`src/rtl/music_pkg.sv`:
```
// rtl/music_pkg.sv - shared note, colour and FSM types for the note history plot
package music_pkg;

   typedef logic [3:0] note_t;

   typedef struct packed {
      logic [7:0] r;
      logic [7:0] g;
      logic [7:0] b;
   } rgb_t;

   typedef struct packed {
      logic  valid;
      note_t note;
   } entry_t;

   typedef enum logic [1:0] {
      ST_RUN,
      ST_HOLD,
      ST_CLEAR
   } state_t;

   localparam int PALETTE_N = 12;

   // Pitch-class colours, C first
   localparam rgb_t NOTE_PALETTE [PALETTE_N] = '{
      '{8'd90,  8'd222, 8'd0},
      '{8'd219, 8'd221, 8'd0},
      '{8'd219, 8'd95,  8'd0},
      '{8'd188, 8'd0,   8'd0},
      '{8'd233, 8'd0,   8'd88},
      '{8'd233, 8'd0,   8'd226},
      '{8'd111, 8'd0,   8'd231},
      '{8'd0,   8'd0,   8'd216},
      '{8'd0,   8'd89,  8'd233},
      '{8'd0,   8'd227, 8'd233},
      '{8'd0,   8'd230, 8'd108},
      '{8'd0,   8'd211, 8'd0}
   };

   localparam rgb_t CURSOR_RGB = '{8'd255, 8'd255, 8'd255};

endpackage

```
`src/rtl/history_ram.sv`:
```
// rtl/history_ram.sv - column history register file, async read, one-entry-per-cycle clear
module history_ram
   import music_pkg::*;
#(
   parameter int COLS = 136,
   parameter int AW   = $clog2(COLS)
) (
   input  logic          clk,
   input  logic          reset_n,
   input  logic          we,
   input  logic [AW-1:0] waddr,
   input  entry_t        wdata,
   input  logic [AW-1:0] raddr,
   output entry_t        rdata,
   input  logic          clr,
   input  logic [AW-1:0] clr_addr
);

   entry_t mem [COLS];

   always_ff @(posedge clk or negedge reset_n) begin
      if (!reset_n) begin
         for (int i = 0; i < COLS; i++) mem[i] <= '0;
      end else if (clr) begin
         mem[clr_addr] <= '0;
      end else if (we) begin
         mem[waddr] <= wdata;
      end
   end

   assign rdata = mem[raddr];

endmodule

```
`src/rtl/note_history_plot.sv`:
```
// rtl/note_history_plot.sv - records sounding pitch class per column and renders it as bars
module note_history_plot
   import music_pkg::*;
#(
   parameter int NOTES          = 12,
   parameter int COLS           = 136,
   parameter int COL_W_LOG2     = 2,
   parameter int X_ORIGIN       = 65,
   parameter int Y_ORIGIN       = 30,
   parameter int ROW_H          = 35,
   parameter int BAR_PAD        = 8,
   parameter int FRAMES_PER_COL = 15
) (
   input  logic       clk,
   input  logic       reset_n,
   input  logic [9:0] x,
   input  logic [8:0] y,
   input  logic       frame_start,
   input  logic       note_valid,
   input  logic [3:0] note,
   input  logic       mode,
   input  logic       hold,
   input  logic       clear,
   output logic [7:0] r,
   output logic [7:0] g,
   output logic [7:0] b,
   output logic       hit
);

   localparam int AW = $clog2(COLS);
   localparam int FW = (FRAMES_PER_COL > 1) ? $clog2(FRAMES_PER_COL) : 1;
   localparam logic [AW-1:0] LAST_COL   = AW'(COLS - 1);
   localparam logic [FW-1:0] LAST_FRAME = FW'(FRAMES_PER_COL - 1);
   localparam logic [10:0]   PLOT_W     = 11'(COLS << COL_W_LOG2);
   localparam logic [9:0]    PLOT_H     = 10'(NOTES * ROW_H);

   state_t        state;
   logic [AW-1:0] wr_ptr;
   logic [AW-1:0] clr_idx;
   logic [FW-1:0] fcnt;
   entry_t        pend;

   logic   accept;
   logic   running;
   logic   commit;
   entry_t commit_entry;
   entry_t rd_entry;

   assign accept       = note_valid && (note < 4'(NOTES));
   assign running      = (state == ST_RUN) && !hold && !clear;
   assign commit       = running && frame_start && (fcnt == LAST_FRAME);
   // A note arriving on the commit cycle lands in the committed column
   assign commit_entry = accept ? {1'b1, note} : pend;

   always_ff @(posedge clk or negedge reset_n) begin
      if (!reset_n) begin
         state   <= ST_RUN;
         wr_ptr  <= '0;
         clr_idx <= '0;
         fcnt    <= '0;
         pend    <= '0;
      end else if (clear) begin
         state   <= ST_CLEAR;
         wr_ptr  <= '0;
         clr_idx <= '0;
         fcnt    <= '0;
         pend    <= '0;
      end else begin
         case (state)
            ST_RUN: begin
               if (hold) begin
                  state <= ST_HOLD;
               end else if (commit) begin
                  fcnt   <= '0;
                  pend   <= '0;
                  wr_ptr <= (wr_ptr == LAST_COL) ? '0 : wr_ptr + 1'b1;
               end else begin
                  if (frame_start) fcnt <= fcnt + 1'b1;
                  if (accept)      pend <= {1'b1, note};
               end
            end
            ST_HOLD: begin
               if (!hold) state <= ST_RUN;
            end
            ST_CLEAR: begin
               if (clr_idx == LAST_COL) begin
                  clr_idx <= '0;
                  state   <= hold ? ST_HOLD : ST_RUN;
               end else begin
                  clr_idx <= clr_idx + 1'b1;
               end
            end
            default: state <= ST_RUN;
         endcase
      end
   end

   logic [10:0]   xo;
   logic [9:0]    yo;
   logic          in_plot;
   logic [AW-1:0] col;
   logic [AW:0]   idx_sum;
   logic [AW-1:0] rd_addr;
   logic          bar;
   logic          cursor;
   rgb_t          bar_rgb;
   rgb_t          pix_rgb;
   logic          pix_hit;

   history_ram #(.COLS(COLS)) u_ram (
      .clk      (clk),
      .reset_n  (reset_n),
      .we       (commit),
      .waddr    (wr_ptr),
      .wdata    (commit_entry),
      .raddr    (rd_addr),
      .rdata    (rd_entry),
      .clr      (state == ST_CLEAR),
      .clr_addr (clr_idx)
   );

   always_comb begin
      xo      = {1'b0, x} - 11'(X_ORIGIN);
      yo      = {1'b0, y} - 10'(Y_ORIGIN);
      in_plot = (x >= 10'(X_ORIGIN)) && (xo < PLOT_W) &&
                (y >= 9'(Y_ORIGIN))  && (yo < PLOT_H);
      col     = AW'(xo >> COL_W_LOG2);
      // Scroll mode: oldest column (at wr_ptr) is drawn leftmost
      idx_sum = {1'b0, wr_ptr} + {1'b0, col};
      if (!mode)                          rd_addr = col;
      else if (idx_sum >= (AW+1)'(COLS))  rd_addr = AW'(idx_sum - (AW+1)'(COLS));
      else                                rd_addr = idx_sum[AW-1:0];

      bar     = 1'b0;
      bar_rgb = '0;
      for (int i = 0; i < NOTES; i++) begin
         if (rd_entry.valid && (rd_entry.note == 4'(i)) &&
             ({1'b0, y} >= 10'(Y_ORIGIN + i * ROW_H + BAR_PAD)) &&
             ({1'b0, y} <  10'(Y_ORIGIN + (i + 1) * ROW_H - BAR_PAD))) begin
            bar     = 1'b1;
            bar_rgb = NOTE_PALETTE[i];
         end
      end

      cursor  = !mode && (col == wr_ptr);
      pix_hit = (state != ST_CLEAR) && in_plot && (cursor || bar);
      if (!pix_hit)    pix_rgb = '0;
      else if (cursor) pix_rgb = CURSOR_RGB;
      else             pix_rgb = bar_rgb;
   end

   always_ff @(posedge clk or negedge reset_n) begin
      if (!reset_n) begin
         r   <= '0;
         g   <= '0;
         b   <= '0;
         hit <= 1'b0;
      end else begin
         r   <= pix_rgb.r;
         g   <= pix_rgb.g;
         b   <= pix_rgb.b;
         hit <= pix_hit;
      end
   end

endmodule
```
`config.mk`:
```
export PLATFORM = sky130hd
export DESIGN_NAME = note_history_plot
export DESIGN_NICKNAME = d
export VERILOG_FILES = /design/src/rtl/music_pkg.sv /design/src/rtl/history_ram.sv /design/src/rtl/note_history_plot.sv
export SDC_FILE = /design/constraint.sdc
export NUM_CORES = 2
export LEC_CHECK = 0
export ABC_AREA = 1
export ABC_CLOCK_PERIOD_IN_PS = 3900
export BUFFER_PORTS_ARGS = -buffer_cell sky130_fd_sc_hd__clkbuf_2
export CAP_MARGIN = 20
export CORE_MARGIN = 4
export CORE_UTILIZATION = 39
export CTS_CLUSTER_DIAMETER = 60
export DETAILED_ROUTE_END_ITERATION = 10
export HOLD_SLACK_MARGIN = 0.02
export PLACE_DENSITY = 0.64
export SLEW_MARGIN = 0
export SYNTH_ARGS = -nofsm -noshare
export SYNTH_HDL_FRONTEND = slang
export SYNTH_SLANG_ARGS = --single-unit
```
`constraint.sdc`:
```
create_clock -name clk -period 3.9 [get_ports clk]
set_input_delay 0.78 -clock clk [delete_from_list [all_inputs] [get_ports clk]]
set_output_delay 0.78 -clock clk [all_outputs]
set_load 0.005 [all_outputs]
```
* Word level (Yosys, flattened, before mapping)
Cells that the tools add are included.
W data, S select, Z words.
** Cells by class
- Order comparisons :: 35
- Muxes and demuxes :: 62
- Multiply operators :: 0
- Reduce and logical (&&, ||, !) cells :: 64
- Shifts and indexed selects :: 0
- Equal/unequal tests :: 22
- Bitwise gates (word level) :: 5
- Add/subtract/negate cells :: 7
- Div/mod/pow operators :: 0
** Operators by type and width (number)
- $mux W680 :: 2
- $and A680 B680 Y680 :: 1
- $bwmux W680 :: 1
- $not A680 Y680 :: 1
- $mux W24 :: 13
- $demux W5 S8 :: 2
- $mux W8 :: 10
- $ge A9 B9 Y1 const B :: 8
- $lt A9 B9 Y1 const B :: 6
- $logic_and A1 B1 Y1 :: 49
- $ge A9 B8 Y1 const B :: 5
- $mux W5 :: 9
- $bmux W5 S8 :: 1
- $lt A9 B8 Y1 const B :: 3
- $not A8 Y9 :: 3
- $mux W23 :: 1
- $eq A4 B4 Y1 const B :: 5
- $mux W4 :: 5
- $ge A9 B7 Y1 const B :: 2
- $lt A9 B1 Y1 const B :: 2
- $lt A9 B7 Y1 const B :: 2
- $add A8 B1 Y8 const B :: 2
- $eq A4 B3 Y1 const B :: 4
- $eq A8 B8 Y1 const B :: 2
- 31 further kinds :: 56
** Word-level totals
- Latch bits :: 0
- Word-level logic and storage cells :: 477
- Memories kept :: 0
- Flip-flop bits (word level) :: 732
- Memory bits (read-only) :: 0
- Memory bits (writable) :: 0
- Output and inout bits :: 25

* Longest topological paths before layout
- Word-level depth :: 28
- Mapped depth :: 45
- Mapped depth without buffers :: 43

* Cells and area by module
From an unflattened synthesis, not the netlist that was laid out.
** Second synthesis, totals
- Cells, all modules :: 4657
- Area total of the unflattened synthesis :: 37113.1 µm²
** By module, submodules not included
- history_ram :: cells each 4026, area each 32981.6 µm², instances 1, seq. area each 17016.3 µm²
- note_history_plot :: cells each 631, area each 4131.5 µm², instances 1, seq. area each 1301.2 µm²

* Least setup slack after synthesis
OpenSTA, ideal clock, no wires.
- Path type :: input to register
- From :: input x[0]
- To :: register b[7]
- Path slack :: -1157 ps
- Setup time :: 129 ps
- Cell stages on the path :: 36
- Required time :: 3771 ps
- Data arrival time :: 4928 ps
- Buffers on the path :: 1
- Cell sequence :: nor2_1 nand2_1 or2_1 or2_4 nor2_2 inv_2 or2_0 nand2_1 inv_2 ha_1 xor2_1 inv_1 ha_1 nor2_1 nor2_4 nand2_2 nand2_4 nand2_4 nand3_1 xnor2_1 nand2_1 o21ai_2 inv_1 nand3_1 nand2_1 nand2_1 nand2_4 inv_2 nor2_1 nand3_1 nand3_2 nor2_2 nand2_2 nand2_4 buf_12 nor2_4
** RTL lines
- start: declaration :: RTL line note_history_plot.sv:16 : input logic [9:0] x,
- end signal: assignment :: RTL line note_history_plot.sv:161 : b <= pix_rgb.b;
- end: declaration :: RTL line note_history_plot.sv:26 : output logic [7:0] b,

==> impl_table.tex <==
\begin{tabular}{lr}
\hline
Metric & Value \\
\hline
\multicolumn{2}{l}{\textbf{Status}} \\
Status & finished with violations \\
Failing checks & negative setup slack \\
\multicolumn{2}{l}{\textbf{STA}} \\
Worst Clk Skew & 21.7 ps \\
PnR worst setup slack & -883 ps \\
Number of hold violations in the final report & 0 \\
Max Fclk & 209 MHz \\
Final Max Slew Viols & 0 \\
Unrepaired setup endpoints after global routing & yes \\
Total setup violations reported at the end of the flow & 25 \\
Period Utilization, post-route & 123\% \\
Minimum clock period & 4780 ps \\
Max-slew headroom & 19.2\% \\
Final Hold Slack & 116 ps \\
Worst-Margin Slew & 1210 ps \\
\multicolumn{2}{l}{\textbf{Yosys}} \\
Synthesized instance count & 4,768 \\
Flops \& latches, synth & 732 \\
Share of the yosys chip area belonging to registers & 48.3\% \\
Netlist cell types & 61 \\
Prevailing post-synth register cell & dfrtp\_1 \\
Area share of the leading cell type in the synthesized netlist & 48.3\% \\
Warnings, synthesis & 0 \\
Cell Area, Synth & 37,900 um\^{}2 \\
Average size of a mapped cell & 7.95 um\^{}2 \\
Largest area contributor in the synthesized netlist & dfrtp\_1 \\
Number of flops mapped to enable cells by yosys & 0 \\
Synth top area cells & dfrtp\_1, o22ai\_1, inv\_1 \\
Share of async-settable or async-resettable flops after synthesis & 100\% \\
Net count after synthesis & 4,828 \\
\multicolumn{2}{l}{\textbf{Layout}} \\
Number of antenna diodes & 0 \\
Post-layout instance count excluding filler cells & 6,315 \\
Finished Cell Area & 45,600 um\^{}2 \\
Most common cell after layout, fill and taps aside & inv\_1 \\
Share of layout cells above drive strength 1 & 14.6\% \\
Area growth, synth to finish & 20.1\% \\
Top library cells by usage in the layout, fill and taps aside & inv\_1, dfrtp\_1, o22ai\_1, nand2\_1, o21ai\_0 \\
Final Net Count & 5,033 \\
\multicolumn{2}{l}{\textbf{Global route}} \\
Pin count of the biggest net entering global routing & 96 \\
GR Overflow Total & 0 \\
Global-route wire length before repair & 209 mm \\
Total global routing track utilization & 26.1\% \\
Antenna violations before repair & 1 \\
Number of global-route vias before repair & 34,785 \\
\multicolumn{2}{l}{\textbf{Drt}} \\
Total met2 wirelength after detailed routing & 60.4 mm \\
Mean routed wirelength per cell & 21.8 um \\
Average vias per placed instance & 5.70 \\
Count of TritonRoute iterations in the first routing pass & 7 \\
\# DRC & 0 \\
Met3 wire len & 13.7 mm \\
Post-DRT Antenna Nets & 0 \\
Routed length on met1 & 56.9 mm \\
Number of violations reported at the end of detailed-routing iteration 0 & 4,241 \\
Highest layer used for signal routing & met5 \\
Detailed-route wire length & 137 mm \\
DR vias & 36,010 \\
\multicolumn{2}{l}{\textbf{Floorplan}} \\
Die Area & 102,000 um\^{}2 \\
Row count & 114 \\
Die Y & 320 um \\
Top Ports & 55 \\
Effective utilization at floorplan & 39.3\% \\
Die width & 320 um \\
Core region area & 96,600 um\^{}2 \\
\multicolumn{2}{l}{\textbf{Setup path}} \\
Most repeated library cell on the critical path & nand2\_2 \\
Data arrival time of the worst path & 5320 ps \\
Maximum fanout along the worst path & 9 \\
Library cell contributing the largest single delay on the critical path & or2\_4 \\
Class of the most critical setup path & input port to flop \\
Delay of the slowest critical-path stage & 250 ps \\
Category of the worst setup path launch point & input port \\
Kind of capture point of the worst setup path & flop \\
Required @ worst endpoint & 4440 ps \\
\multicolumn{2}{l}{\textbf{Placement}} \\
Instance area at placement & 41,900 um\^{}2 \\
Port buffer count & 54 \\
Post-detailed-placement half-perimeter wirelength & 89.3 mm \\
Gp weighted congestion & 0.939 \\
Placed cells & 6,134 \\
\multicolumn{2}{l}{\textbf{Clock tree}} \\
Number of clock sinks seen by CTS & 732 \\
Clock Pin Slew Worst Setup and Hold Paths & 70 ps \\
Worst-case clock buffer depth & 3 \\
Master cell of the clock root buffer & clkbuf\_16 \\
Latest clock arrival within the worst-skew pair & 660 ps \\
Number of hold-repair buffers added at the cts stage & 0 \\
H-tree Lvls & 3 \\
Number of clock buffers inserted by TritonCTS & 81 \\
Clock tree from TritonCTS & yes \\
\multicolumn{2}{l}{\textbf{Pwr}} \\
Areal power density over the cells & 425 nW/um\^{}2 \\
Maximum vdd drop & 0.306 mV \\
Reported leakage power & 19.5 nW \\
\multicolumn{2}{l}{\textbf{Hold path}} \\
Hold crit path type & input port to async pin \\
\multicolumn{2}{l}{\textbf{Flow run}} \\
\# Max-Cap Violations & 0 \\
\hline
\end{tabular}
## sequential cells by signal, indices dropped and copies added (netlist names)
register / cells
state: 2
wr_ptr: 8
fcnt: 4
pend: 5
u_ram.mem: 680
hit: 1
g: 8
clr_idx: 8
r: 8
b: 8
## worst max-delay path, delay by kind of cell
| kind | cells | cell delay, ps |
|---|---|---|
| and+or+nand+nor | 30 | 3150 |
| buffers and inverters | 9 | 830 |
| adders and majority gates | 1 | 200 |
| AOI/OAI and AO/OA | 1 | 180 |
| xor gates and xnor gates | 1 | 150 |
## layer usage
layer | GRT usage, % | vias to the layer above
met2 | 39.6 | 1790
met3 | 6.44 | 335
met1 | 35.5 | 17309
met4 | 11.0 | 2
met5 | 0 | -
li1 | - | 16574
## timing repair
| item | CTS | global route |
|---|---|---|
| setup endpoints to repair | 25 | 25 |
| pin swaps | 3 | 26 |
| gates resized for setup | 50 | 69 |
| cloned | 4 | 2 |
| buffers inserted | 15 | 11 |
## final cells by class
type	instances	area (um^2)
clock inverter	42	566
clock buffer	107	2320
fill	9289	51000
inverter	834	3160
timing repair buffer	392	3550
sequential	732	18300
multi-input combinational	2932	16000
tap	1276	1600
## logic make-up after synthesis
kind of cell	after synthesis	share of synthesized area (%)
xor+xnor	9	0.277
buf+inv	1107	11.5
compound gates	1507	23.5
flops	732	48.3
fa+ha+maj	30	1.01
simple gates	1383	15.4
## path summary, 6_finish.rpt
| path | slack [ps] | cells past startpoint | end | start |
|---|---|---|---|---|
| max in group asynchronous | 2710 | 2 | u_ram.mem[434]$_DFFE_PN0P_ | reset_n |
| setup reg to reg | -440 | 29 | b[6]$_DFF_PN0_ | wr_ptr[0]$_DFFE_PN0P_ |
| hold / removal | 120 | 1 | u_ram.mem[270]$_DFFE_PN0P_ | reset_n |
| setup / recovery | -880 | 42 | b[6]$_DFF_PN0_ | x[0] |
| min in group clk | 400 | 3 | state[0]$_DFFE_PN0P_ | hold |
| hold reg to reg | 510 | 2 | u_ram.mem[16]$_DFFE_PN0P_ | u_ram.mem[16]$_DFFE_PN0P_ |
## Yosys cell counts (all sizes together) (2+ instances only)
library cell,instances
or2,5
nor4,4
a21oi,81
a2111o,2
nand2,767
o32ai,2
a211oi,10
ha,29
inv,832
o21ai,540
buf,91
a41oi,2
dfrtp,732
o211ai,122
nand3b,2
nand3,169
a31oi,4
o221ai,5
o2111ai,2
xor2,8
o22ai,729
nand4,32
clkinv,2
nor2,369
nor3,32
clkbuf,182
## where the power goes
part | internal [mW] | switching, mW | leakage (nW) | total (mW)
Combinational | 1.08 | 2.34 | 7.82 | 3.42
Sequential | 7.60 | 0.00835 | 10.2 | 7.61
Clock | 4.95 | 3.38 | 1.42 | 8.33
## stage by stage
step	worst slack, ps	utilization [%]	power (mW)	TNS, ps
6_report	-883	47.2	19.4	-21170
5_1_grt	-1220	47.2	20.0	-29460
4_1_cts	-806	46.7	19.3	-19200
3_5_place_dp	-1650	43.3	10.9	-40100
3_3_place_gp	-1570	43.3	10.9	-38330
2_1_floorplan	-1030	-	9.30	-24770
(Power assumes the default switching activity.)
